$ cat config.mk
export PLATFORM = sky130hd
export DESIGN_NAME = wireframe_edge_sequencer
export DESIGN_NICKNAME = d
export VERILOG_FILES = /design/src/rtl/wireframe_pkg.sv /design/src/rtl/wireframe_geom_ram.sv /design/src/rtl/wireframe_edge_sequencer.sv
export SDC_FILE = /design/constraint.sdc
export NUM_CORES = 1
export LEC_CHECK = 0
export CAP_MARGIN = 20
export CORE_ASPECT_RATIO = 1.1
export CORE_MARGIN = 5
export CORE_UTILIZATION = 60
export CTS_CLUSTER_DIAMETER = 30
export DETAILED_ROUTE_END_ITERATION = 10
export DONT_BUFFER_PORTS = 1
export PLACE_DENSITY = 0.76
export RECOVER_POWER = 25
export SYNTH_ARGS = -nofsm -noshare
export SYNTH_HDL_FRONTEND = slang
export SYNTH_HIERARCHICAL = 1
export SYNTH_SLANG_ARGS = --single-unit
$ cat constraint.sdc
create_clock -name clk -period 3.05 [get_ports clk]
set_input_delay 0.4575 -clock clk [delete_from_list [all_inputs] [get_ports clk]]
set_output_delay 0.4575 -clock clk [all_outputs]
set_load 0.05 [all_outputs]
$ cat src/rtl/wireframe_pkg.sv
// Shared types and constants for the wireframe edge sequencer and its geometry tables.
package wireframe_pkg;

  localparam int DEF_MAX_VERTS = 16;
  localparam int DEF_MAX_EDGES = 32;

  localparam logic CFG_SEL_VERT = 1'b0;
  localparam logic CFG_SEL_EDGE = 1'b1;

  typedef enum logic [2:0] {
    IDLE,
    FETCH,
    CHECK,
    ISSUE,
    WAIT_DONE,
    REARM,
    FINISH
  } seq_state_t;

  typedef struct packed {
    logic [7:0] x;
    logic [7:0] y;
  } vertex_t;

  // Vertex indices sit in the low bits of each byte; unused upper bits are kept as written.
  typedef struct packed {
    logic [7:0] va;
    logic [7:0] vb;
  } edge_t;

endpackage

$ cat src/rtl/wireframe_geom_ram.sv
// Vertex and edge tables: one write port, registered edge read followed by a registered dual vertex read.
module wireframe_geom_ram
  import wireframe_pkg::*;
#(
  parameter int MAX_VERTS = DEF_MAX_VERTS,
  parameter int MAX_EDGES = DEF_MAX_EDGES,
  localparam int VIDX_W = $clog2(MAX_VERTS),
  localparam int EIDX_W = $clog2(MAX_EDGES)
) (
  input  logic              clk,
  input  logic              vert_we,
  input  logic              edge_we,
  input  logic [EIDX_W-1:0] waddr,
  input  logic [15:0]       wdata,
  input  logic [EIDX_W-1:0] edge_raddr,
  output logic [15:0]       edge_rd,
  output logic [15:0]       vert_a_rd,
  output logic [15:0]       vert_b_rd
);

  vertex_t vert_tab [MAX_VERTS];
  edge_t   edge_tab [MAX_EDGES];

  edge_t   edge_p0;
  vertex_t va_p1;
  vertex_t vb_p1;

  always_ff @(posedge clk) begin
    if (vert_we) vert_tab[waddr[VIDX_W-1:0]] <= vertex_t'(wdata);
    if (edge_we) edge_tab[waddr] <= edge_t'(wdata);
    // stage p0: edge entry; stage p1: both endpoints addressed by the p0 entry
    edge_p0 <= edge_tab[edge_raddr];
    va_p1   <= vert_tab[edge_p0.va[VIDX_W-1:0]];
    vb_p1   <= vert_tab[edge_p0.vb[VIDX_W-1:0]];
  end

  assign edge_rd   = edge_p0;
  assign vert_a_rd = va_p1;
  assign vert_b_rd = vb_p1;

endmodule

$ cat src/rtl/wireframe_edge_sequencer.sv
// Walks the edge table and hands one segment at a time to the line drawer.
// Optional watchdog in WAIT_DONE enabled by defining SEQ_TIMEOUT_EN.
module wireframe_edge_sequencer
  import wireframe_pkg::*;
#(
  parameter int MAX_VERTS      = DEF_MAX_VERTS,
  parameter int MAX_EDGES      = DEF_MAX_EDGES,
  parameter int TIMEOUT_CYCLES = 65535,
  localparam int VIDX_W = $clog2(MAX_VERTS),
  localparam int EIDX_W = $clog2(MAX_EDGES)
) (
  input  logic              clk,
  input  logic              rst,
  input  logic              cfg_we,
  input  logic              cfg_sel,
  input  logic [EIDX_W-1:0] cfg_addr,
  input  logic [15:0]       cfg_wdata,
  input  logic [VIDX_W:0]   vert_count,
  input  logic [EIDX_W:0]   edge_count,
  input  logic              go,
  input  logic              abort,
  output logic [7:0]        x0,
  output logic [7:0]        y0,
  output logic [7:0]        x1,
  output logic [7:0]        y1,
  output logic              line_start,
  input  logic              line_done,
  output logic              busy,
  output logic              frame_done,
  output logic [EIDX_W-1:0] cur_edge,
  output logic              error
);

  localparam logic [EIDX_W:0]   EDGE_CAP = (EIDX_W+1)'(MAX_EDGES);
  localparam logic [EIDX_W:0]   ONE_CNT  = (EIDX_W+1)'(1);
  localparam logic [EIDX_W-1:0] EDGE_INC = EIDX_W'(1);

  seq_state_t      state;
  logic            fetch_ph;
  logic [EIDX_W:0] eff_cnt;
  logic [VIDX_W:0] vcnt;

  logic [15:0] edge_rd, vert_a_rd, vert_b_rd;
  edge_t       edge_p0;
  vertex_t     va_p1, vb_p1;

  logic [EIDX_W:0] go_cnt;
  logic            last_edge, bad_idx, zero_len;

  // Tables are frozen for the whole frame, FINISH included.
  wireframe_geom_ram #(
    .MAX_VERTS (MAX_VERTS),
    .MAX_EDGES (MAX_EDGES)
  ) u_geom_ram (
    .clk        (clk),
    .vert_we    (cfg_we && !busy && (cfg_sel == CFG_SEL_VERT)),
    .edge_we    (cfg_we && !busy && (cfg_sel == CFG_SEL_EDGE)),
    .waddr      (cfg_addr),
    .wdata      (cfg_wdata),
    .edge_raddr (cur_edge),
    .edge_rd    (edge_rd),
    .vert_a_rd  (vert_a_rd),
    .vert_b_rd  (vert_b_rd)
  );

  assign edge_p0 = edge_t'(edge_rd);
  assign va_p1   = vertex_t'(vert_a_rd);
  assign vb_p1   = vertex_t'(vert_b_rd);

  assign go_cnt    = (edge_count > EDGE_CAP) ? EDGE_CAP : edge_count;
  assign last_edge = (({1'b0, cur_edge} + ONE_CNT) >= eff_cnt);
  assign bad_idx   = ({8'h00, edge_p0.va} >= 16'(vcnt)) || ({8'h00, edge_p0.vb} >= 16'(vcnt));
  assign zero_len  = (va_p1 == vb_p1);

`ifdef SEQ_TIMEOUT_EN
  localparam logic [15:0] TMO_LAST = 16'(TIMEOUT_CYCLES - 1);
  logic [15:0] tmo_cnt;
`endif

  always_ff @(posedge clk or posedge rst) begin
    if (rst) begin
      state      <= IDLE;
      fetch_ph   <= 1'b0;
      eff_cnt    <= '0;
      vcnt       <= '0;
      cur_edge   <= '0;
      busy       <= 1'b0;
      line_start <= 1'b0;
      frame_done <= 1'b0;
      error      <= 1'b0;
      x0         <= '0;
      y0         <= '0;
      x1         <= '0;
      y1         <= '0;
`ifdef SEQ_TIMEOUT_EN
      tmo_cnt    <= '0;
`endif
    end else begin
      frame_done <= 1'b0;
      if (abort && (state != IDLE)) begin
        state      <= IDLE;
        line_start <= 1'b0;
        busy       <= 1'b0;
      end else begin
        case (state)
          IDLE: if (go) begin
            cur_edge <= '0;
            error    <= 1'b0;
            busy     <= 1'b1;
            eff_cnt  <= go_cnt;
            vcnt     <= vert_count;
            fetch_ph <= 1'b0;
            state    <= (go_cnt == '0) ? FINISH : FETCH;
          end
          FETCH: begin
            fetch_ph <= 1'b1;
            if (fetch_ph) state <= CHECK;
          end
          CHECK: begin
            if (bad_idx || zero_len) begin
              if (bad_idx) error <= 1'b1;
              if (last_edge) begin
                state <= FINISH;
              end else begin
                cur_edge <= cur_edge + EDGE_INC;
                fetch_ph <= 1'b0;
                state    <= FETCH;
              end
            end else begin
              x0         <= va_p1.x;
              y0         <= va_p1.y;
              x1         <= vb_p1.x;
              y1         <= vb_p1.y;
              line_start <= 1'b1;
              state      <= ISSUE;
            end
          end
          ISSUE: begin
            state <= WAIT_DONE;
`ifdef SEQ_TIMEOUT_EN
            tmo_cnt <= '0;
`endif
          end
          WAIT_DONE: begin
            if (line_done) begin
              line_start <= 1'b0;
              state      <= REARM;
            end
`ifdef SEQ_TIMEOUT_EN
            else if (tmo_cnt == TMO_LAST) begin
              error      <= 1'b1;
              line_start <= 1'b0;
              state      <= REARM;
            end else begin
              tmo_cnt <= tmo_cnt + 16'd1;
            end
`endif
          end
          REARM: begin
            if (last_edge) begin
              state <= FINISH;
            end else begin
              cur_edge <= cur_edge + EDGE_INC;
              fetch_ph <= 1'b0;
              state    <= FETCH;
            end
          end
          FINISH: begin
            frame_done <= 1'b1;
            busy       <= 1'b0;
            state      <= IDLE;
          end
          default: state <= IDLE;
        endcase
      end
    end
  end

endmodule
==> key figures, run 1 <==
Place
  – Routability congestion estimate: 0.853
  – Hpwl dp: between 40,000 and 50,000 µm
  – Inst Count DP: roughly 2,700
  – Setup slack at placement: approximately 0.24 ns
  – I/O Buffers: 0

GRT
  – Vias in the first global route: between 20,000 and 25,000
  – Antenna violations before repair: 1
  – Grt ovf: 0
  – Global Route Usage Sum: 0.271
  – First-pass GRT wire length: 130,000 µm
  – Largest net degree at the start of global routing: about 100

Cells and area
  – Final cell count without fillers: 2,973
  – Sequential cell area: 25,400 µm²
  – # nets final: around 2,100
  – Synthesis-to-layout area growth: 17.4%
  – Most common cell after layout, fill and taps aside: edfxtp_1
  – Share of layout cells above drive strength 1: 0.209
  – Filler Cell Count: between 3,000 and 4,000
  – Post-Route Utilization: 0.709
  – Area of the multi-input gates: approximately 9900 µm²
  – Antenna diode count: 0
  – Most frequent cells in the layout: 768 x edfxtp_1, 258 x mux2i_1, 149 x clkbuf_16, 85 x buf_4, 84 x mux4_1

Timing
  – RSZ-0062 raised after global routing: false
  – Fin crit share: 0.945
  – Setup-failing EPs final: 0
  – Post-route setup TNS: 0 ns
  – Slew margin rel.: -0.725
  – Final Hold Violating Endpoints: 0
  – Max Fclk: roughly 350 MHz
  – Worst-Margin Slew: 2.59 ns
  – Fin worst setup slack: 0.168 ns
  – Final max-slew violation count: 784
  – Final Skew: around 0.021 ns
  – Minimum clock period: between 2 and 3 ns

Detailed routing
  – DRC: 0
  – Initial DRT Pass Iterations: 6
  – ANT nets after route: 0
  – Routed wire per std cell: ~30 µm
  – Via/cell ratio: between 6 and 7
  – Iter 0 DRT Violations: 2,071
  – Via Count: 19,616
  – Detailed Route WL: between 80,000 and 90,000 µm

Floorplanning
  – Starting Density: 0.604
  – Site Rows: 94
  – IO Count: 80
  – Die height: roughly 270 µm
  – Die area: 65,100 µm²
  – Chip Width: 244 µm
  – Area of the core: 59,600 µm²

Clock tree
  – H-tree depth: 4
  – Longest Clk Path Bufs: 3
  – CTS Root Cell: clkbuf_16
  – CTS Sinks: between 800 and 900
  – Clock Latency Late Sink: just over 0.7 ns
  – CTS tree: built
  – Resize count post-CTS: 0
  – Hold buffer count at CTS: 31
  – Total CTS buffers: 144
  – Register clock-pin slew on the reported worst setup and hold paths: approximately 0.050 ns
  – Setup Fix Bufs, Post-CTS: 0

Worst setup path
  – Worst EP required: between 3 and 4 ns
  – Type of origin of the critical path: flip-flop
  – Critical path type: flip-flop to flip-flop
  – CP Max Fanout: 5
  – Critical Path AT: between 3 and 4 ns
  – Crit end category: flip-flop

Status
  – Status: finished, violations left
  – Failing checks: max-capacitance violations, max-slew violations

Power
  – Total power: roughly 0.036 W
  – Maximum VDD drop: ~0.6 mV
  – PD cells: roughly 850 nW/µm²
  – Leak pwr: roughly 14 nW

Logic synthesis
  – Mapped Cells: between 1,500 and 2,000
  – Share of synthesized flip-flops with an asynchronous set or reset: 0.0642
  – Yosys top cell by area: edfxtp_1
  – EDFF count, synth: 768
  – Share of the synthesized area in the top cell type: 0.640
  – #FFs+latches synth: just under 900
  – Post-synthesis sequential area ratio: 0.706
  – Primary FF master, synth: edfxtp_1
  – Mapped Avg Cell Area: around 19 µm²
  – Mapped Nets: about 2,000
  – Yosys warnings: 6
  – Netlist cell types: slightly above 60
  – Synth area leaders: edfxtp_1 64%, mux2i_1 7.2%, mux4_1 6.1%
  – Synthesized cell area: 36,000 µm²

Min path
  – Hold WC Path Type: input port to flip-flop

Flow run
  – Total of max-cap violations: 16
per-stage QoR:
| stage | hold WS (ns) | cell area [µm²] |
|---|---|---|
| floorplan | 0.467 | 36000 |
| global placement | 0.384 | 37200 |
| detailed placement | 0.394 | 37200 |
| CTS | 0.0172 | 42600 |
| global route | 0.0512 | 42300 |
| finish | 0.0526 | 42300 |
power by group:
part / internal (W) / total (W) / leakage, nW / switching [W]
registers: 0.0135 / 0.0141 / 8.07 / 0.000515
clock network: 0.0104 / 0.0161 / 2.35 / 0.00566
logic: 0.00266 / 0.00590 / 3.65 / 0.00324
layout make-up:
type | count | area share
clock buffers | 170 | 0.0905
clock inverters | 97 | 0.0254
repair buffers | 126 | 0.0248
multi-input cells | 921 | 0.234
inverters | 19 | 0.00169
flip-flops and latches | 872 | 0.601
well taps | 768 | 0.0227
worst paths after layout:
path,startpoint,to,slack [ns],cells past startpoint
min in group asynchronous,rst,state[1],0.23,2
max reg2reg,cur_edge[1],cur_edge[2],0.17,9
min,abort,error,0.05,3
max in group asynchronous,rst,x0[0],1.98,3
max,cur_edge[1],cur_edge[2],0.17,9
min reg2reg,u_geom_ram/vert_a_rd[1],y0[1],0.50,1
per-layer routing:
layer / up-vias / global-route usage / part of all wire
met1: 10099 / 0.348 / 0.37
met2: 1068 / 0.464 / 0.51
met4: 2 / 0.0967 / 0.030
met3: 178 / 0.0595 / 0.088
met5: - / 0 / 0.00015
li1: 8269 / - / -
cells by family (layout without fill, tap and decap cells):
group / after synthesis / after routing / share of synthesized area
fa+ha+maj: 17 / 17 / 0.00590
compound gates: 192 / 192 / 0.0369
simple gates: 242 / 242 / 0.0342
flops: 872 / 872 / 0.706
xor+xnor: 19 / 19 / 0.00462
buf+inv: 132 / 412 / 0.0220
mux: 451 / 451 / 0.191
synth_stat cells (7+ instances only):
| library cell | count |
|---|---|
| edfxtp_1 | 768 |
| mux2i_1 | 258 |
| mux4_1 | 84 |
| mux4_2 | 75 |
| a22oi_1 | 64 |
| nor2_1 | 59 |
| dfrtp_1 | 56 |
| nand2_1 | 54 |
| dfxtp_1 | 48 |
| a21oi_1 | 43 |
| buf_2 | 41 |
| nand3_1 | 38 |
| clkbuf_1 | 35 |
| a22o_1 | 32 |
| mux2_2 | 27 |
| nor3_1 | 23 |
| nand4_1 | 20 |
| inv_1 | 19 |
| o21ai_0 | 18 |
| xnor2_1 | 18 |
| ha_1 | 17 |
| a31oi_1 | 16 |
| buf_6 | 13 |
| nand2b_1 | 10 |
| nand3b_1 | 10 |
| buf_1 | 7 |
| nor2b_1 | 7 |
critical path: stages, from the launching register on:
cell	delay [ns]
dfrtp_4	0.46
ha_1	0.25
nand3_1	0.11
xnor2_1	0.27
ha_1	0.30
a21o_1	0.18
a21o_1	0.19
a211o_1	0.29
or3_4	0.44
o311ai_1	0.27
sequential cells by signal (all words and copies together) (netlist names), 8 cells and up:
register and flops:
x0 8, u_geom_ram/edge_rd 16, y0 8, y1 8, u_geom_ram/vert_b_rd 16, u_geom_ram/edge_tab 512
u_geom_ram/vert_a_rd 16, x1 8, u_geom_ram/vert_tab 256
No activity file was read; power rests on OpenSTA's default activity.
==> run 2, diff against run 1 <==
Settings changed: CORE_UTILIZATION 60 to 43, PLACE_DENSITY 0.76 to 0.67.
==> run 2 against run 1 <==
Via count decreased by 2.0%; the run still ends with max-capacitance violations, max-slew violations left; register-to-register slack got worse by 0.03 ns; flip-flop and latch count unchanged; critical endpoint is now state[2]; sequential share of layout area decreased by 1.1 points; first-iteration DRC count decreased by 4.3%; largest power group unchanged; count of clock-buffer cells in the layout increased by 7; routed wire length decreased by 2.4%; cell count increased by 11%; clock power increased by 3%; design area increased by 1.8%; die area increased by 38%.
==> key figures, run 2 (synthesis results as in run 1) <==
Worst setup path
  – WP buf/inv: 2
  – Critical Path AT: approximately 3.5 ns
  – Worst reg2reg startpoint: vcnt[4]
  – Slowest stage delay, CP: 0.56 ns
  – Cell breakdown of the critical path: inv_1, ha_1, or4_1, a211oi_2, o221ai_4, or3_1, a21oi_1, o22ai_1, dlygate4sd3_1
  – Type of origin of the critical path: flip-flop
  – Critical-path top delay cell: dlygate4sd3_1
  – CP Max Fanout: 4
  – Worst R2R Path Depth: 9
  – Reg2Reg Setup Slack: between 0.1 and 0.15 ns
  – Worst EP required: 3.65 ns
  – Crit path max-delay family: simple AND/OR/NAND/NOR gates
  – Critical path type: flip-flop to flip-flop
  – Crit end category: flip-flop
  – FF-to-FF End: state[2]

Floorplanning
  – Area of the core: about 83,000 µm²
  – Chip Width: about 290 µm
  – IO Count: 80
  – Die height: between 300 and 400 µm
  – Die area: 89,700 µm²
  – Starting Density: 0.433
  – Site Rows: between 100 and 150

Flow run
  – Total of max-cap violations: 16

Min path
  – Cells on Worst Hold Path: 2
  – Hold WC Path Type: input port to flip-flop
  – Worst Hold End: u_geom_ram/vert_tab[4][5]
  – Hold Crit Start: cfg_addr[1]

Timing
  – Final Skew: 0.0423 ns
  – Slew margin rel.: -0.788
  – WHS: 0.0750 ns
  – Final max-slew violation count: 784
  – Fin crit share: 0.956
  – Worst-Margin Slew: around 2.7 ns
  – Fin worst setup slack: 0.136 ns
  – Final Hold Violating Endpoints: 0
  – Max Fclk: ~340 MHz
  – Setup-failing EPs final: 0
  – Minimum clock period: between 2 and 3 ns

Cells and area
  – # nets final: around 2,200
  – Synthesis-to-layout area growth: 19.5%
  – Final cell count without fillers: between 3,000 and 4,000
  – Share of layout cells above drive strength 1: 0.213
  – Area of the multi-input gates: between 9000 and 10,000 µm²
  – Filler Cell Count: approximately 6,500
  – Sequential cell area: roughly 25,000 µm²
  – Number of flip-flops in the largest register: roughly 510
  – Most frequent cells in the layout: 768 x edfxtp_1, 258 x mux2i_1, 149 x clkbuf_16, 90 x buf_4, 84 x mux4_1
  – Most common cell after layout, fill and taps aside: edfxtp_1
  – Top reg by flops: u_geom_ram/edge_tab

Clock tree
  – CTS Sinks: 872
  – CTS tree: built
  – Register clock-pin slew on the reported worst setup and hold paths: approximately 0.050 ns
  – H-tree depth: 4
  – CTS Root Cell: clkbuf_16
  – Total CTS buffers: 145
  – Clock Latency Late Sink: between 0.7 and 0.8 ns
  – Longest Clk Path Bufs: 3

GRT
  – Largest net degree at the start of global routing: 115
  – Vias in the first global route: approximately 20,000
  – First-pass GRT wire length: roughly 130,000 µm
  – Antenna violations before repair: 1
  – Grt ovf: 0
  – Global Route Usage Sum: 0.189

Detailed routing
  – Detailed Route WL: between 80,000 and 90,000 µm
  – DRC: 0
  – ANT nets after route: 0
  – Top layer in use: met5
  – Iter 0 DRT Violations: slightly below 2,000
  – Met3 routed WL: 6700 µm
  – Initial DRT Pass Iterations: 7
  – DRT met1 WL: roughly 34,000 µm
  – Via/cell ratio: about 6
  – Routed length on met2: 43,000 µm
  – Via Count: 19,228
  – Routed wire per std cell: around 26 µm

Power
  – PD cells: 848 nW/µm²
  – Maximum VDD drop: ~0.58 mV
  – Leak pwr: ~14 nW

Place
  – Setup slack at placement: approximately 0.15 ns
  – Routability congestion estimate: around 0.80
  – Hpwl dp: roughly 50,000 µm
  – I/O Buffers: 0
  – Inst Count DP: around 3,000

Status
  – Failing checks: max-capacitance violations, max-slew violations
  – Status: finished, violations left
==> run 2: cell types whose count changed in the layout (fill, tap and decap cells not counted), sizes merged <==
cell | previous run | this run
buf | 95 | 103
bufinv | 16 | 15
clkbuf | 186 | 193
clkinv | 51 | 44
clkinvlp | 17 | 14
diode | 0 | 2
dlygate4sd3 | 15 | 19
inv | 32 | 39
==> run 2: repair_timing <==
item / CTS / global route
hold buffers: 35 / 0
resized for setup: 0 / 6
endpoints found under the setup margin: 0 / 2
hold endpoints to repair: 833 / 0
setup buffers: 0 / 5
==> run 2: final cells by class <==
type	count	share of cell area
inverter	19	0.00166
tap	1073	0.0312
timing repair buffer	138	0.0275
antenna	2	0.000116
multi-input combinational	921	0.230
sequential	872	0.591
clock inverter	93	0.0284
clock buffer	177	0.0906
==> run 2: stage by stage <==
step                power (W)   TNS, ns  instance area [µm²]   util
global placement       0.0198         0                37600  0.452
detailed placement     0.0199         0                37600  0.452
finish                 0.0365         0                43100  0.518
global route           0.0378  -0.00753                43100  0.518
CTS                    0.0368         0                43300  0.520
floorplan              0.0184         0                36000      -
==> run 2: per-layer routing <==
layer  vias up  global-route usage
li1       8306                   -
met1      9929               0.248
met2       849               0.318
met3       142              0.0417
met4         2              0.0592
met5         -                   0
==> run 2: worst reg2reg max path: stages, from the launching register on <==
cell	delay [ns]
dfrtp_1	0.32
inv_1	0.08
ha_1	0.20
or4_1	0.54
a211oi_2	0.31
o221ai_4	0.17
or3_1	0.39
a21oi_1	0.15
o22ai_1	0.09
dlygate4sd3_1	0.56
==> run 2: worst max path at each step <==
stage	startpoint	to	slack [ns]	cells past startpoint
floorplan	cur_edge[0]	cur_edge[3]	0.07	9
global placement	cur_edge[1]	cur_edge[3]	0.28	9
detailed placement	cur_edge[1]	cur_edge[3]	0.15	9
CTS	vcnt[0]	state[2]	0.09	8
global route	vcnt[4]	state[2]	-0.008	9
finish	vcnt[4]	state[2]	0.14	9
==> run 2: power breakdown <==
group	internal, W	leakage, nW	total (W)	switching [W]
Combinational	0.00267	3.72	0.00590	0.00323
Clock	0.0106	2.45	0.0166	0.00597
Sequential	0.0135	8.07	0.0140	0.000486
Total	0.0268	14.2	0.0365	0.00969
